$ cat src/rtl/game_score_ctrl_pkg.sv
// ============================================================================
// Module : flappy_pkg
// Brief  : Game-flow state encoding and score width shared by game blocks.
// Rev    : 1.0  initial release
// ============================================================================
`default_nettype none

package flappy_pkg;

  localparam int c_SCORE_W = 11;

  typedef enum logic [1:0] {
    ST_IDLE = 2'd0,
    ST_PLAY = 2'd1,
    ST_LOST = 2'd2
  } game_state_e;

endpackage

`default_nettype wire

$ cat src/rtl/game_score_ctrl_if.sv
// ============================================================================
// Module : game_score_if
// Brief  : Button/event inputs and score/status outputs of the game controller.
// Rev    : 1.0  initial release
// ============================================================================
`default_nettype none

interface game_score_if #(
  parameter int SCORE_W = flappy_pkg::c_SCORE_W
);
  logic               btn_start;
  logic               pipe_passed;
  logic               collision;
  logic               game_state;
  logic               lost;
  logic [SCORE_W-1:0] score;
  logic [SCORE_W-1:0] high_score;
  logic               new_record;

  modport master (
    output btn_start, pipe_passed, collision,
    input  game_state, lost, score, high_score, new_record
  );

  modport slave (
    input  btn_start, pipe_passed, collision,
    output game_state, lost, score, high_score, new_record
  );
endinterface

`default_nettype wire

$ cat src/rtl/game_score_ctrl_btn_debounce.sv
// ============================================================================
// Module : btn_debounce
// Brief  : 2-FF synchronizer, debounce counter and one-cycle rising-edge pulse.
// Rev    : 1.0  initial release
// ============================================================================
`default_nettype none

module btn_debounce #(
  parameter int DEBOUNCE_CYCLES = 1_000_000
) (
  input  wire  clk,
  input  wire  rst_n,
  input  wire  btn,
  output logic start_pulse
);

  localparam int                 c_CNT_W   = $clog2(DEBOUNCE_CYCLES + 1);
  localparam logic [c_CNT_W-1:0] c_CNT_MAX = c_CNT_W'(DEBOUNCE_CYCLES);

  logic [1:0]         r_sync;
  logic               r_prev;
  logic [c_CNT_W-1:0] r_cnt;
  logic               r_level;

  always_ff @(posedge clk or negedge rst_n) begin
    if (!rst_n) begin
      r_sync      <= 2'b00;
      r_prev      <= 1'b0;
      r_cnt       <= '0;
      r_level     <= 1'b0;
      start_pulse <= 1'b0;
    end else begin
      r_sync      <= {r_sync[0], btn};
      r_prev      <= r_sync[1];
      start_pulse <= 1'b0;
      // Any change of the synced level restarts the stability window.
      if (r_sync[1] != r_prev) begin
        r_cnt <= '0;
      end else if (r_cnt != c_CNT_MAX) begin
        r_cnt <= r_cnt + 1'b1;
      end else if (r_level != r_prev) begin
        r_level     <= r_prev;
        start_pulse <= r_prev;
      end
    end
  end

endmodule

`default_nettype wire

$ cat src/rtl/game_score_ctrl.sv
// ============================================================================
// Module : game_score_ctrl
// Brief  : IDLE/PLAY/LOST game FSM, saturating score and restart lockout.
//          Optional high-score tracking enabled by macro HIGH_SCORE_EN.
// Rev    : 1.0  initial release
// ============================================================================
`default_nettype none

module game_score_ctrl
  import flappy_pkg::*;
#(
  parameter int SCORE_W         = c_SCORE_W,
  parameter int SCORE_MAX       = 2047,
  parameter int DEBOUNCE_CYCLES = 1_000_000,
  parameter int LOCKOUT_CYCLES  = 100_000_000
) (
  input wire           clk,
  input wire           rst_n,
  game_score_if.slave  bus
);

  localparam int                  c_LOCK_W    = $clog2(LOCKOUT_CYCLES + 1);
  localparam logic [c_LOCK_W-1:0] c_LOCK_MAX  = c_LOCK_W'(LOCKOUT_CYCLES);
  localparam logic [SCORE_W-1:0]  c_SCORE_MAX = SCORE_W'(SCORE_MAX);

  logic                w_start_pulse;
  logic                w_restart;
  game_state_e         r_state;
  logic [SCORE_W-1:0]  r_score;
  logic [c_LOCK_W-1:0] r_lock_cnt;
  logic                r_game_state;
  logic                r_lost;

  btn_debounce #(
    .DEBOUNCE_CYCLES (DEBOUNCE_CYCLES)
  ) u_btn_debounce (
    .clk         (clk),
    .rst_n       (rst_n),
    .btn         (bus.btn_start),
    .start_pulse (w_start_pulse)
  );

  assign w_restart = (r_state == ST_LOST) && (r_lock_cnt == c_LOCK_MAX) && w_start_pulse;

  always_ff @(posedge clk or negedge rst_n) begin
    if (!rst_n) begin
      r_state      <= ST_IDLE;
      r_score      <= '0;
      r_lock_cnt   <= '0;
      r_game_state <= 1'b0;
      r_lost       <= 1'b0;
    end else begin
      case (r_state)
        ST_IDLE: begin
          if (w_start_pulse) begin
            r_state      <= ST_PLAY;
            r_game_state <= 1'b1;
            r_score      <= '0;
          end
        end
        ST_PLAY: begin
          if (bus.collision) begin
            r_state      <= ST_LOST;
            r_game_state <= 1'b0;
            r_lost       <= 1'b1;
            r_lock_cnt   <= '0;
          end else if (bus.pipe_passed && (r_score != c_SCORE_MAX)) begin
            r_score <= r_score + 1'b1;
          end
        end
        ST_LOST: begin
          // Presses arriving while the lockout is still running are dropped.
          if (r_lock_cnt != c_LOCK_MAX) begin
            r_lock_cnt <= r_lock_cnt + 1'b1;
          end else if (w_start_pulse) begin
            r_state      <= ST_PLAY;
            r_game_state <= 1'b1;
            r_lost       <= 1'b0;
            r_score      <= '0;
          end
        end
        default: r_state <= ST_IDLE;
      endcase
    end
  end

  assign bus.game_state = r_game_state;
  assign bus.lost       = r_lost;
  assign bus.score      = r_score;

`ifdef HIGH_SCORE_EN
  logic [SCORE_W-1:0] r_high_score;
  logic               r_new_record;

  always_ff @(posedge clk or negedge rst_n) begin
    if (!rst_n) begin
      r_high_score <= '0;
      r_new_record <= 1'b0;
    end else if ((r_state == ST_PLAY) && bus.collision && (r_score > r_high_score)) begin
      r_high_score <= r_score;
      r_new_record <= 1'b1;
    end else if (w_restart) begin
      r_new_record <= 1'b0;
    end
  end

  assign bus.high_score = r_high_score;
  assign bus.new_record = r_new_record;
`else
  assign bus.high_score = '0;
  assign bus.new_record = 1'b0;
`endif

endmodule

`default_nettype wire
$ cat src/flat_wrapper.sv
// flat-port wrapper written by rule: the top's interface ports become plain ports
module game_score_ctrl_flat import flappy_pkg::*;
#(
  parameter int SCORE_W         = c_SCORE_W,
  parameter int SCORE_MAX       = 2047,
  parameter int DEBOUNCE_CYCLES = 1_000_000,
  parameter int LOCKOUT_CYCLES  = 100_000_000
)
  (clk, rst_n, bus_btn_start, bus_pipe_passed, bus_collision, bus_game_state, bus_lost, bus_score, bus_high_score, bus_new_record);
  game_score_if #(.SCORE_W(SCORE_W)) bus_i ();
  input wire clk;
  input wire rst_n;
  input wire logic [$bits(bus_i.btn_start)-1:0] bus_btn_start;
  input wire logic [$bits(bus_i.pipe_passed)-1:0] bus_pipe_passed;
  input wire logic [$bits(bus_i.collision)-1:0] bus_collision;
  output wire logic [$bits(bus_i.game_state)-1:0] bus_game_state;
  output wire logic [$bits(bus_i.lost)-1:0] bus_lost;
  output wire logic [$bits(bus_i.score)-1:0] bus_score;
  output wire logic [$bits(bus_i.high_score)-1:0] bus_high_score;
  output wire logic [$bits(bus_i.new_record)-1:0] bus_new_record;
  assign bus_i.btn_start = bus_btn_start;
  assign bus_i.pipe_passed = bus_pipe_passed;
  assign bus_i.collision = bus_collision;
  assign bus_game_state = bus_i.game_state;
  assign bus_lost = bus_i.lost;
  assign bus_score = bus_i.score;
  assign bus_high_score = bus_i.high_score;
  assign bus_new_record = bus_i.new_record;
  game_score_ctrl #(.SCORE_W(SCORE_W), .SCORE_MAX(SCORE_MAX), .DEBOUNCE_CYCLES(DEBOUNCE_CYCLES), .LOCKOUT_CYCLES(LOCKOUT_CYCLES)) u_core (.clk(clk), .rst_n(rst_n), .bus(bus_i));
endmodule
$ cat config.mk
export PLATFORM = sky130hd
export DESIGN_NAME = game_score_ctrl_flat
export DESIGN_NICKNAME = d
export VERILOG_FILES = /design/src/rtl/game_score_ctrl_pkg.sv /design/src/rtl/game_score_ctrl_if.sv /design/src/rtl/game_score_ctrl_btn_debounce.sv /design/src/rtl/game_score_ctrl.sv /design/src/flat_wrapper.sv
export SDC_FILE = /design/constraint.sdc
export NUM_CORES = 1
export LEC_CHECK = 0
export ABC_AREA = 1
export CAP_MARGIN = 20
export CORE_MARGIN = 2
export CORE_UTILIZATION = 55
export DETAILED_ROUTE_END_ITERATION = 8
export GPL_TIMING_DRIVEN = 0
export PLACE_DENSITY = 0.84
export SETUP_SLACK_MARGIN = 0.2
export SLEW_MARGIN = 20
export SYNTH_ARGS = -nofsm -noshare
export SYNTH_HDL_FRONTEND = slang
export SYNTH_SLANG_ARGS = --single-unit
$ cat constraint.sdc
create_clock -name clk -period 1.76 [get_ports clk]
set_input_delay 0.352 -clock clk [delete_from_list [all_inputs] [get_ports clk]]
set_output_delay 0.352 -clock clk [all_outputs]
set_load 0.005 [all_outputs]
==> flow_summary.json, run 1 <==
{
  "status": "finished clean",
  "slowest_delay_ns": 0.46,
  "startpoint": "u_core.r_lock_cnt[1]",
  "nFillCells": 582,
  "ir_drop_uv": 923,
  "setup_viol": 0,
  "cts_tree": "yes",
  "wl_met2_um": 6100,
  "synth_cell_types": 31,
  "power_density_mw_per_mm2": 1030,
  "place_hpwl_um": 7510,
  "initial_core_util": 0.574,
  "arrival_ns": 1.99,
  "layout_common_cells": "nand2_1 (165), nor2_1 (77), nand3_1 (64)",
  "cts.path.max_buffers": 2,
  "clk_pin_slew_ns": 0.09,
  "crit_fanout": 10,
  "fmax_mhz": 584,
  "row_count": 31,
  "detail-route-antenna-nets": 0,
  "ctsRootBufferMaster": "clkbuf_8",
  "gp_congestion": 0.982,
  "yosys-top-cells-area": "dfrtp_1 (40%), nand2_1 (16%), nor2_1 (8.3%)",
  "critPathLaunchType": "register",
  "hold_path_class": "register to register",
  "yosys.area.top_type": "dfrtp_1",
  "die_h_um": 91.7,
  "area_delta_synth_final_pct": 26.0,
  "vias": 4462,
  "cp-end-kind": "register",
  "dr.pass1.iters": 5,
  "grt_pass1_wl_um": 18500,
  "skew_ns": 0.0157,
  "synth.avg_cell_area_um2": 6.87,
  "ys_warn_count": 0,
  "dpl_cell_area_mm2": 0.00459,
  "cts-htree-levels": 3,
  "drive_gt1_frac": 0.228,
  "ios": 30,
  "layout_commonest_cell": "nand2_1",
  "final_area_mm2": 0.00533,
  "endpoint": "u_core.r_lock_cnt[11]",
  "seq_area_frac_synth": 0.396,
  "grt_overflow": 0,
  "fp.dieArea_mm2": 0.00841,
  "drtIter0Drc": 405,
  "antenna_found_initial": 0,
  "crit_chain": "inv_2, ha_4, nand4_1, nor2_2, nand2_2, nand2_4, buf_6, buf_8, nand3_1, o21ai_1",
  "post-place-ws_ns": -0.130,
  "power.total_w": 0.00550,
  "regToRegEndpoint": "u_core.r_lock_cnt[11]",
  "wl_per_cell_um": 15.5,
  "cts_inserted_buffers": 9,
  "synth_cells": 616,
  "hold_viol_final": 0,
  "worstSetupPathType": "register to register",
  "synth_area_mm2": 0.00423,
  "grt_start_max_net_pins": 44,
  "r2r_cells": 10,
  "finalCriticalPeriod_ns": 1.71,
  "grt_pass1_vias": 4106,
  "synth_top_cell_area_share": 0.396,
  "r2r_setup_slack_ns": 0.05,
  "report.final.slew_viol_count": 0,
  "dr_wl_met3_um": 910,
  "drc": 0,
  "cts.sinks": 67,
  "die_w_um": 91.7,
  "hp-start": "u_core.u_btn_debounce.r_sync[0]",
  "io_buffers": 17,
  "fin_nets": 707,
  "setup_ws_ns": 0.0490,
  "fin_hold_ws_ns": 0.355,
  "wl_um": 12400,
  "p_leak_nw": 2.45,
  "cp_slowest_cell": "dfrtp_2",
  "routed_via_density": 5.58,
  "grt_usage": 0.273,
  "critical_path_required_ns": 2.04,
  "rsz0062_at_grt": "true",
  "core_mm2": 0.00737,
  "r2r_start": "u_core.r_lock_cnt[1]",
  "ys_ff_latch": 67,
  "max_cap_viol_count": 0,
  "worstSkewPairLatency_ns": 0.36,
  "period_share": 0.972,
  "wl_met1_um": 4830,
  "antenna_cells": 0,
  "highest_layer": "met4"
}
-- final cells by class --
cell class | instances | area (µm²) | share of cell area
Buffer | 24 | 209 | 0.0392
Clock buffer | 10 | 128 | 0.0239
Clock inverter | 6 | 63.8 | 0.0120
Inverter | 67 | 251 | 0.0472
Multi-Input combinational cell | 469 | 2360 | 0.443
Sequential cell | 67 | 1690 | 0.316
Tap cell | 99 | 124 | 0.0232
Timing Repair Buffer | 58 | 509 | 0.0955
-- worst min path at each step --
stage                     depth (start not counted)  slack, ns                         endpoint
final                                             0       0.35  u_core.u_btn_debounce.r_sync[1]
after global routing                              0       0.37  u_core.u_btn_debounce.r_sync[1]
after CTS                                         0       0.36  u_core.u_btn_debounce.r_sync[1]
after detailed placement                          1       0.29            u_core.r_lock_cnt[21]
after global placement                            0       0.34  u_core.u_btn_debounce.r_sync[1]
after floorplan                                   0       0.06            u_core.bus.game_state
-- per-stage QoR --
step                instances  TNS (ns)  utilization
detailed placement        744    -0.217        0.622
global placement          743   -128.49        0.620
floorplan                 627         0            -
global route              800   -0.0267        0.723
CTS                       783         0        0.678
finish                    800         0        0.723
-- cells in the mapped netlist --
library cell / number
nor3b_1: 2
nor2_2: 2
buf_2: 3
xor2_1: 10
conb_1: 1
a31oi_1: 1
inv_2: 2
nand2_1: 180
nand3_1: 69
o21ai_0: 28
inv_1: 65
xnor2_1: 5
clkbuf_1: 2
o22ai_1: 3
nor2_1: 94
nand3b_1: 2
buf_6: 3
o21ai_2: 4
o21ai_1: 1
nand4_1: 12
a21boi_0: 1
ha_1: 6
buf_4: 16
or2_2: 1
a21oi_1: 15
a21oi_2: 1
nor3_1: 16
nand3_2: 1
nor2_4: 1
dfrtp_1: 67
nand2_4: 2
-- power by group --
| group | internal (W) | switching (W) | total (W) |
|---|---|---|---|
| clock network | 0.000656 | 0.000671 | 0.00133 |
| logic | 0.000953 | 0.00126 | 0.00221 |
| registers | 0.00172 | 0.000251 | 0.00197 |
| total | 0.00333 | 0.00218 | 0.00550 |
-- metal layers --
layer | vias to the layer above | track usage
li1 | 2105 | -
met1 | 2052 | 0.352
met2 | 251 | 0.449
met3 | 54 | 0.0444
met4 | 0 | 0.132
met5 | - | 0
-- logic make-up after synthesis --
kind of cell,after synthesis,share of synthesized area
AND/OR/NAND/NOR,382,0.383
other,1,0.000886
flip-flops,67,0.396
XOR/XNOR,15,0.0310
buffers and inverters,91,0.101
AO/OA/AOI/OAI,54,0.0701
adder cells (fa/ha/maj),6,0.0177
-- registers in the layout, summed over array words and instances (netlist names) --
signal and cells:
u_core.bus.game_state 1, u_core.bus.lost 1, u_core.bus.score 11, u_core.r_lock_cnt 27
u_core.r_state 2, u_core.u_btn_debounce.r_cnt 20, u_core.u_btn_debounce.r_level 1, u_core.u_btn_debounce.r_prev 1
u_core.u_btn_debounce.r_sync 2, u_core.u_btn_debounce.start_pulse 1
-- repair_timing --
item                       in CTS  in global routing
buffers inserted               21                 16
cloned                          1                  1
setup endpoints to repair      60                 51
resized for setup              29                 78
hold buffers                    1                  0
pin swaps                       3                 21
hold endpoints to repair       24                  0
-- critical path: cells and delay by family, from the launching register on --
| family | cells | cell delay, ns |
|---|---|---|
| AOI/OAI and AO/OA | 1 | 0.13 |
| adders and majority gates | 1 | 0.11 |
| buffers and inverters | 3 | 0.36 |
| DFF | 1 | 0.46 |
| and+or+nand+nor | 5 | 0.55 |
No activity file was read; power rests on OpenSTA's default activity.
==> run 2: changes to the inputs <==
Clock period 1.76 ns to 2.2 ns, I/O delays scaled along.
==> flow_summary.json, run 2 (synthesis gave the netlist of run 1 again) <==
{
  "crit_chain": "ha_2, nand3_1, inv_1, nand2_1, nor2_1, xor2_1, nand3_1, nand2_1",
  "p_int_w": 0.00228,
  "routed_via_density": 5.37,
  "combPwrFrac": 0.306,
  "use_met2": 0.422,
  "arrival_ns": 2.16,
  "cp_slowest_cell": "dfrtp_1",
  "cts.path.max_buffers": 2,
  "regArea_mm2": 0.00168,
  "grt_overflow": 0,
  "relSlewSlack": 0.549,
  "switching_power_w": 0.00149,
  "rsz0062_at_grt": "false",
  "ios": 30,
  "max_cap_viol_count": 0,
  "power_density_mw_per_mm2": 786,
  "fin_nets": 668,
  "largest_register_ffs": 27,
  "multiInputGateArea_mm2": 0.00217,
  "drive_gt1_frac": 0.0816,
  "layout_common_cells": "nand2_1 (180), nor2_1 (94), nand3_1 (69)",
  "initial_core_util": 0.574,
  "r2r_start": "u_core.r_lock_cnt[0]",
  "dr.pass1.iters": 5,
  "antenna_found_initial": 0,
  "worstSetupPathType": "register to register",
  "die_w_um": 91.7,
  "grt_pass1_vias": 3897,
  "dp_cells": 744,
  "row_count": 31,
  "seqPwrFrac": 0.417,
  "power.total_w": 0.00377,
  "cts.sinks": 67,
  "finalCriticalPeriod_ns": 1.87,
  "cp.buffers_inverters": 1,
  "hold_viol_final": 0,
  "wl_um": 10400,
  "crit_fanout": 7,
  "worst_pin_slew_ns": 0.671,
  "grt_busiest_layer": "met2",
  "nFillCells": 667,
  "critPathLaunchType": "register",
  "cts_setup_buffers": 0,
  "hp-start": "u_core.u_btn_debounce.r_sync[0]",
  "ir_drop_uv": 559,
  "area_delta_synth_final_pct": 13.2,
  "drc": 0,
  "grt_usage": 0.258,
  "detail-route-antenna-nets": 0,
  "grt_use_met1": 0.340,
  "gp_congestion": 0.982,
  "drtIter0Drc": 309,
  "fp.dieArea_mm2": 0.00841,
  "clock_power_share": 0.277,
  "core_mm2": 0.00737,
  "cts_tree": "yes",
  "report.final.slew_viol_count": 0,
  "hold_path_class": "register to register",
  "crit_family": "simple AND/OR/NAND/NOR gates",
  "startpoint": "u_core.r_lock_cnt[0]",
  "cp-end-kind": "register",
  "switching_share": 0.395,
  "instances_no_fill": 761,
  "worstSkewPairLatency_ns": 0.35,
  "status": "finished clean",
  "fin_hold_ws_ns": 0.354,
  "wl_per_cell_um": 13.6,
  "clk_pin_slew_ns": 0.08,
  "layout_commonest_cell": "nand2_1",
  "grt_pass1_wl_um": 17500,
  "skew_ns": 0.00959,
  "vias": 4086,
  "cts-htree-levels": 3,
  "regMostFlops": "u_core.r_lock_cnt",
  "setup_viol": 0,
  "p_leak_nw": 2.15,
  "slowest_delay_ns": 0.49,
  "antenna_cells": 0,
  "cts_inserted_buffers": 9,
  "die_h_um": 91.7,
  "period_share": 0.851,
  "place_hpwl_um": 7510,
  "grt_start_max_net_pins": 44,
  "io_buffers": 17,
  "critical_path_required_ns": 2.48,
  "ctsRootBufferMaster": "clkbuf_8",
  "fmax_mhz": 534,
  "met3_usage": 0.0403
}
## run 2: cell count changes in the layout (fill, tap and decap cells not counted), moves of 12 or more
cell             previous run  this run
buf_4                      48        17
nor2_1                     77        94
nor2_2                     18         2
nand2_1                   165       180
nand2_2                    15         0
clkdlybuf4s50_1             3        16
dlygate4sd2_1              13         0
inv_1                      53        65
inv_2                      14         2
## run 2: what timing repair did
item                                   in CTS  in global routing
setup endpoints to repair                   0                  2
endpoints found under the hold margin      24                  0
hold buffers                                1                  0
resized for setup                           0                  1
## run 2: layout make-up
type	instances	area share
clock buffer	10	0.0266
multi-input combinational	469	0.454
timing repair buffer	19	0.0413
tap	99	0.0259
sequential	67	0.350
inverter	67	0.0525
buffer	24	0.0368
clock inverter	6	0.0133
## run 2: worst register-to-register path: cells and delay by family (launching register included)
| kind | cells | cell delay (ns) |
|---|---|---|
| fa+ha+maj | 1 | 0.34 |
| flops | 1 | 0.49 |
| buf+inv | 1 | 0.17 |
| xor+xnor | 1 | 0.16 |
| simple gates | 5 | 0.66 |
## run 2: path summary, 6_finish.rpt
kind	endpoint	slack (ns)	cells past startpoint
min in group asynchronous	u_core.r_lock_cnt[6]	0.55	2
max in group asynchronous	u_core.r_lock_cnt[23]	1.10	3
worst max-delay path	u_core.r_lock_cnt[16]	0.33	8
worst min-delay path	u_core.u_btn_debounce.r_sync[1]	0.35	0
worst max register to register	u_core.r_lock_cnt[16]	0.33	8
worst min register to register	u_core.u_btn_debounce.r_sync[1]	0.35	0
## run 2: power groups by stage
stage / Clock (W) / Combinational, W / Sequential, W
after CTS: 0.00105 / 0.00114 / 0.00156
after global routing: 0.00111 / 0.00127 / 0.00159
final: 0.00104 / 0.00115 / 0.00157
after global placement: 0 / 0.00108 / 0.00157
after floorplan: 0 / 0.000804 / 0.00153
after detailed placement: 0 / 0.00113 / 0.00158
## run 2: per-layer routing
| metal | vias up | wire length, µm | part of all wire |
|---|---|---|---|
| li1 | 2023 | - | - |
| met1 | 1883 | 4540 | 0.44 |
| met2 | 147 | 4960 | 0.48 |
| met3 | 33 | 549 | 0.053 |
| met4 | 0 | 304 | 0.029 |
| met5 | - | 0 | 0 |
## run 2: stage by stage
stage | setup WS [ns] | TNS [ns] | util | instance area (µm²)
global placement | -1.57 | -104.86 | 0.620 | 4570
detailed placement | 0.310 | 0 | 0.622 | 4590
CTS | 0.277 | 0 | 0.650 | 4790
floorplan | 0.692 | 0 | - | 4270
global route | 0.198 | 0 | 0.650 | 4790
finish | 0.327 | 0 | 0.650 | 4790
==> run 3: changes to the inputs <==
Settings changed: SLEW_MARGIN 20 to unset.
==> flow_summary.json, run 3 (synthesis gave the netlist of run 1 again) <==
{
  "rsz0062_at_grt": "false",
  "cp-end-kind": "register",
  "drc": 0,
  "power.total_w": 0.00378,
  "multiInputGateArea_mm2": 0.00217,
  "critPathLaunchType": "register",
  "grt_usage": 0.258,
  "core_mm2": 0.00737,
  "finalCriticalPeriod_ns": 1.84,
  "drive_gt1_frac": 0.0818,
  "grt_start_max_net_pins": 68,
  "fin_nets": 666,
  "cts-htree-levels": 3,
  "grt_pass1_vias": 3875,
  "cts_tree": "yes",
  "wl_um": 10200,
  "cts_setup_buffers": 0,
  "worstSetupPathType": "register to register",
  "cts_inserted_buffers": 9,
  "period_share": 0.836,
  "arrival_ns": 2.12,
  "power_density_mw_per_mm2": 793,
  "dr.pass1.iters": 5,
  "grt_pass1_wl_um": 17600,
  "relSlewSlack": 0.425,
  "vias": 4073,
  "worstSkewPairLatency_ns": 0.35,
  "ctsRootBufferMaster": "clkbuf_8",
  "layout_commonest_cell": "nand2_1",
  "instances_no_fill": 759,
  "max_cap_viol_count": 0,
  "clk_pin_slew_ns": 0.08,
  "nFillCells": 660,
  "fmax_mhz": 544,
  "critical_path_required_ns": 2.48,
  "crit_fanout": 7,
  "final_area_mm2": 0.00477,
  "detail-route-antenna-nets": 0,
  "antenna_found_initial": 0,
  "skew_ns": 0.0114,
  "drtIter0Drc": 278,
  "area_delta_synth_final_pct": 12.7,
  "dp_cells": 743,
  "regMostFlops": "u_core.r_lock_cnt",
  "p_leak_nw": 2.15,
  "routed_via_density": 5.37,
  "cts.path.max_buffers": 2,
  "ios": 30,
  "largest_register_ffs": 27,
  "hold_path_class": "primary input to async pin",
  "antenna_cells": 0,
  "setup_viol": 0,
  "wl_per_cell_um": 13.5,
  "report.final.slew_viol_count": 0,
  "initial_core_util": 0.574,
  "regArea_mm2": 0.00168,
  "fin_tns_setup_ns": 0,
  "die_h_um": 91.7,
  "cts.sinks": 67,
  "io_buffers": 17,
  "place_hpwl_um": 7350,
  "die_w_um": 91.7,
  "worst_pin_slew_ns": 0.863,
  "row_count": 31,
  "status": "finished clean",
  "layout_common_cells": "nand2_1 (180), nor2_1 (94), nand3_1 (69)",
  "dpl_cell_area_mm2": 0.00457,
  "hold_viol_final": 0,
  "fp.dieArea_mm2": 0.00841,
  "grt_overflow": 0,
  "gp_congestion": 0.982,
  "ir_drop_uv": 592
}
## run 3: stage by stage
stage          worst slack [ns]  hold slack [ns]   util
2_1_floorplan             0.692            0.144      -
3_3_place_gp              -1.57            0.339  0.620
3_5_place_dp              0.327            0.341  0.620
4_1_cts                   0.292            0.228  0.647
5_1_grt                   0.229            0.266  0.647
6_report                  0.361            0.177  0.647
## run 3: metal layers
| metal | share of wire | vias up | track usage |
|---|---|---|---|
| li1 | - | 2023 | - |
| met1 | 0.43 | 1849 | 0.343 |
| met2 | 0.48 | 173 | 0.425 |
| met3 | 0.070 | 28 | 0.0435 |
| met4 | 0.023 | 0 | 0.0945 |
| met5 | 0 | - | 0 |
## run 3: worst paths after layout
| check | slack [ns] | depth (start not counted) | startpoint | end |
|---|---|---|---|---|
| max | 0.36 | 8 | u_core.r_lock_cnt[0] | u_core.r_lock_cnt[16] |
| max reg2reg | 0.36 | 8 | u_core.r_lock_cnt[0] | u_core.r_lock_cnt[16] |
| min | 0.18 | 1 | rst_n | u_core.u_btn_debounce.r_cnt[17] |
| max in group asynchronous | 1.43 | 1 | rst_n | u_core.u_btn_debounce.r_level |
| min reg2reg | 0.35 | 0 | u_core.u_btn_debounce.r_sync[0] | u_core.u_btn_debounce.r_sync[1] |
| min in group clk | 0.35 | 0 | u_core.u_btn_debounce.r_sync[0] | u_core.u_btn_debounce.r_sync[1] |
## run 3: report_power, final
part           total (W)  switching [W]  leakage (nW)  internal (W)
combinational    0.00115       0.000767          1.13      0.000379
clock            0.00107       0.000514        0.0987      0.000554
sequential       0.00157       0.000198         0.915       0.00137
## run 3: what timing repair did
action | in CTS | in global routing
gates resized for setup | 0 | 1
hold buffers | 0 | 0
endpoints found under the setup margin | 0 | 2
## run 3: area by class of cell
type                       instances  area share
buffer                            24      0.0370
clock buffer                      10      0.0289
clock inverter                     6      0.0134
inverter                          67      0.0527
multi-input combinational        469       0.455
sequential                        67       0.352
tap                               99      0.0260
timing repair buffer              17      0.0352
## run 3: critical path, stage by stage (launching register included)
cell     delay, ns
dfrtp_1       0.49
ha_2          0.32
nand3_1       0.15
inv_1         0.16
nand2_1       0.15
nor2_1        0.17
xor2_1        0.16
nand3_1       0.08
nand2_1       0.09
